### src/rtl/mem_word_ctrl.sv
// Word-to-byte memory controller: one 32-bit load/store becomes four byte accesses, little-endian.
// Latency: aligned response 5 cycles after accept, misaligned error 1 cycle; holds RESP until rsp_ready.
module mem_word_ctrl #(
    parameter int NBYTES = 4,
    parameter int ADDR_W = 6
) (
    input  logic              clk,
    input  logic              rst_n,
    input  logic              req_valid,
    output logic              req_ready,
    input  logic              req_we,
    input  logic [ADDR_W-1:0] req_addr,
    input  logic [31:0]       req_wdata,
    output logic              rsp_valid,
    input  logic              rsp_ready,
    output logic [31:0]       rsp_rdata,
    output logic              rsp_err,
    output logic              memwr,
    output logic              memrd,
    output logic [ADDR_W-1:0] address,
    output logic [7:0]        wrdata,
    input  logic [7:0]        rddata
);

    typedef enum logic [1:0] {IDLE, XFER, RESP} state_t;

    localparam logic [1:0] LAST = 2'(NBYTES - 1);

    state_t            state, state_nxt;
    logic [1:0]        cnt;
    logic              we_q;
    logic              err_q;
    logic [ADDR_W-3:0] base_q;
    logic [31:0]       wdata_q;
    logic [31:0]       rdata_q;
    logic              accept;
    logic              misaligned;

    assign accept     = (state == IDLE) && req_valid;
    assign misaligned = (req_addr[1:0] != 2'b00);

    always_ff @(posedge clk or negedge rst_n) begin
        if (!rst_n) begin
            state <= IDLE;
        end else begin
            state <= state_nxt;
        end
    end

    always_comb begin
        state_nxt = state;
        req_ready = 1'b0;
        rsp_valid = 1'b0;
        rsp_rdata = 32'h0;
        rsp_err   = 1'b0;
        memwr     = 1'b0;
        memrd     = 1'b0;
        address   = '0;
        wrdata    = 8'h00;
        case (state)
            IDLE: begin
                req_ready = 1'b1;
                if (req_valid) begin
                    state_nxt = misaligned ? RESP : XFER;
                end
            end
            XFER: begin
                // base is word-aligned, so the byte offset simply fills the low bits
                address = {base_q, cnt};
                memwr   = we_q;
                memrd   = !we_q;
                if (we_q) begin
                    wrdata = wdata_q[{cnt, 3'b000} +: 8];
                end
                if (cnt == LAST) begin
                    state_nxt = RESP;
                end
            end
            RESP: begin
                rsp_valid = 1'b1;
                rsp_rdata = rdata_q;
                rsp_err   = err_q;
                if (rsp_ready) begin
                    state_nxt = IDLE;
                end
            end
            default: state_nxt = IDLE;
        endcase
    end

    always_ff @(posedge clk or negedge rst_n) begin
        if (!rst_n) begin
            cnt     <= 2'd0;
            we_q    <= 1'b0;
            err_q   <= 1'b0;
            base_q  <= '0;
            wdata_q <= 32'h0;
            rdata_q <= 32'h0;
        end else if (accept) begin
            cnt     <= 2'd0;
            we_q    <= req_we;
            err_q   <= misaligned;
            base_q  <= req_addr[ADDR_W-1:2];
            wdata_q <= req_wdata;
            rdata_q <= 32'h0;
        end else if (state == XFER) begin
            cnt <= cnt + 2'd1;
            if (!we_q) begin
                rdata_q[{cnt, 3'b000} +: 8] <= rddata;
            end
        end
    end

endmodule
### config.mk
export PLATFORM = sky130hd
export DESIGN_NAME = mem_word_ctrl
export DESIGN_NICKNAME = d
export VERILOG_FILES = /design/src/rtl/mem_word_ctrl.sv
export SDC_FILE = /design/constraint.sdc
export NUM_CORES = 1
export LEC_CHECK = 0
export CAP_MARGIN = 40
export CORE_ASPECT_RATIO = 0.5
export CORE_MARGIN = 2
export CORE_UTILIZATION = 44
export CTS_BUF_LIST = sky130_fd_sc_hd__clkbuf_8
export CTS_CLUSTER_SIZE = 24
export DETAILED_ROUTE_END_ITERATION = 6
export HOLD_SLACK_MARGIN = 0.02
export PLACE_DENSITY = 0.89
export SYNTH_ARGS = -nofsm -noshare
export SYNTH_HDL_FRONTEND = slang
export SYNTH_SLANG_ARGS = --single-unit
### constraint.sdc
create_clock -name clk -period 1.7 [get_ports clk]
set_input_delay 0.51 -clock clk [delete_from_list [all_inputs] [get_ports clk]]
set_output_delay 0.51 -clock clk [all_outputs]
set_load 0.01 [all_outputs]
==> key figures <==
Placement
  – Hpwl dp: 6.66 mm
  – Worst slack at placement: -0.522 ns
  – Placed Cells incl. Taps: 498
  – IO Port Bufs: 101
  – Placer's final routability congestion estimate: 0.744
  – Area post-placement: 4980 µm²

Routing
  – Routed Antenna Nets: 0
  – Avg WL per Cell: 21.2 µm
  – Drt drc: 0
  – Routed WL: 11.5 mm
  – Initial DRC Count: 165
  – Via density per instance: 5.49
  – Drt pass-1 iters: 4
  – Routed via count: 2,979

Timing
  – Minimum clock period: 2.28 ns
  – # setup viols final: 99
  – Clk_skew: 0.00689 ns
  – Fmax: 438 MHz
  – RSZ-0062 raised after global routing: true
  – Worst-Margin Slew: 0.471 ns
  – Final hold viol count: 0
  – Setup TNS: -25.83 ns
  – Worst slew margin: 68.5%
  – Tcrit/Tclk final: 134%
  – Final Max Slew Viols: 0
  – Fin Hold WS: 0.0490 ns
  – PnR worst setup slack: -0.582 ns

Floorplanning
  – Core box area: 7890 µm²
  – # IOs: 102
  – Die area: 8800 µm²
  – Die Span Y: 67.4 µm
  – Initial Util: 44.8%
  – Die W: 131 µm
  – Std cell rows: 23

Clocking
  – Clock Latency Late Sink: 0.36 ns
  – Clk buf depth: 2
  – CTS tree: yes
  – CTS Hold Buffers Added: 0
  – CTS Root Cell: clkbuf_8
  – CTS sink cnt: 74
  – TritonCTS Buffers: 9
  – Reg clk slew, reported paths: 0.08 ns
  – Htree depth: 3

Layout
  – Most common cell after layout, fill and taps aside: dfrtp_1
  – Diode count: 0
  – Final instance area: 6000 µm²
  – # nets final: 482
  – P&R area growth vs syn: 69.9%
  – Layout cells sized above 1: 58.9%
  – Post-Layout Cell Count: 543
  – Leading cell types in the layout, fill and taps excluded: dfrtp_1, buf_6, clkdlybuf4s50_1
  – FILL cells: 451

Min path
  – Hold/Removal Path Class: in2async

Flow run
  – Max-cap viol count: 0

Power and ir drop
  – PD cells: 1540 nW/µm²
  – P_leak: 2.71 nW
  – VDD IR max: 868 µV

Synthesis
  – Syn nets: 321
  – Yosys warning count: 0
  – Flops & latches, synth: 74
  – Register area share after synthesis: 52.4%
  – Mapped Cells: 265
  – Yosys cell types: 31
  – Post-synth top area share: 52.4%
  – Syn avg cell area: 13.3 µm²
  – Synth top area cells: dfrtp_1, mux2_2, and2_1
  – Mapped Area: 3530 µm²
  – Post-synth top area cell: dfrtp_1

Global routing
  – Global route total overflow: 0
  – GRT Overall Usage: 26.8%
  – Vias in the first global route: 3,172
  – Initial antenna violation count: 0
  – Largest net degree at the start of global routing: 52
  – Global-route wire length before repair: 17.4 mm

Critical path
  – Crit path kind: reg2out
  – CP Max Fanout: 8
  – CP Capture Type: primary output
  – Crit start category: register
  – Arrival time worst endpoint: 1.77 ns
  – Worst EP required: 1.19 ns

Run status
  – Violated checks: setup timing
  – Status: complete, but fails checks
flip-flops by register name, summed over array words and instances (netlist names):
name,flops
wdata_q,32
rdata_q,32
we_q,1
base_q,4
cnt,2
state,2
err_q,1
cells by family after synthesis:
logic type      synth area share, %
flops                          52.4
buf+inv                        3.37
compound gates                 8.96
mux                            19.1
fa+ha+maj                      1.77
simple gates                   14.3
cells in the mapped netlist:
master      n
o31ai_1     1
clkbuf_2    2
nor3_2      1
inv_1       4
nor3b_1     2
o21ai_0     4
a32o_1      8
mux4_2      8
nor4bb_1    1
mux2_2     44
ha_1        5
nor2b_1     1
nor4b_4     1
buf_2       3
nand4bb_1   1
o21a_1      1
a31oi_2     2
clkbuf_1    7
buf_4       7
nor4b_1     8
or3_1       1
nor2_1      8
dfrtp_1    74
nand2b_1    3
and4_1      1
nand2_1     4
and2_1     37
a41oi_4     1
and3_1      8
o22a_1      1
a22o_1     16
final cells by class:
| type | count | area [µm²] | area share [%] |
|---|---|---|---|
| clock inverters | 4 | 72.6 | 1.21 |
| inverters | 4 | 17.5 | 0.292 |
| flip-flops and latches | 74 | 1850 | 30.9 |
| repair buffers | 169 | 1900 | 31.7 |
| clock buffers | 12 | 165 | 2.75 |
| well taps | 112 | 140 | 2.34 |
| multi-input cells | 168 | 1850 | 30.9 |
timing repair:
| item | in CTS | in global routing |
|---|---|---|
| gates cloned | 6 | 0 |
| resized for setup | 321 | 31 |
| pin swaps | 26 | 12 |
| setup endpoints to repair | 83 | 122 |
| buffers inserted | 22 | 5 |
metal layers:
metal | GRT usage [%] | part of all wire (%) | routed length, µm | vias to the layer above
met2 | 50.1 | 53 | 6080 | 138
met4 | 9.18 | 2.4 | 278 | 0
met5 | 0 | 0 | 0 | -
met1 | 31.1 | 39 | 4460 | 1524
met3 | 5.78 | 6.2 | 715 | 26
li1 | - | - | - | 1291
stage by stage:
step,utilization [%],power (mW)
floorplan,-,4.57
global placement,63.1,5.69
detailed placement,63.1,5.90
CTS,74.2,8.80
global route,76.1,9.60
finish,76.1,9.23
critical path, stage by stage, from the launching register on:
cell and delay, ns:
dfrtp_1 0.39, buf_12 0.15, buf_6 0.10, mux4_2 0.50, and3_4 0.17, buf_6 0.11
worst paths after layout:
path                                 start          end  slack, ns  cells past startpoint
worst max register to register      cnt[0]  rdata_q[18]      -0.29                      8
max in group asynchronous            rst_n     state[0]       1.06                      2
worst min register to register  rdata_q[9]   rdata_q[9]       0.51                      1
min in group clk                rdata_q[9]   rdata_q[9]       0.51                      1
worst max-delay path                cnt[0]    wrdata[6]      -0.58                      5
worst min-delay path                 rst_n  wdata_q[27]       0.05                      1
power breakdown:
group	internal [mW]	switching, mW
Clock	0.944	0.667
Combinational	2.90	1.97
Sequential	2.35	0.397
Total	6.20	3.03
No activity file was read; power rests on OpenSTA's default activity.
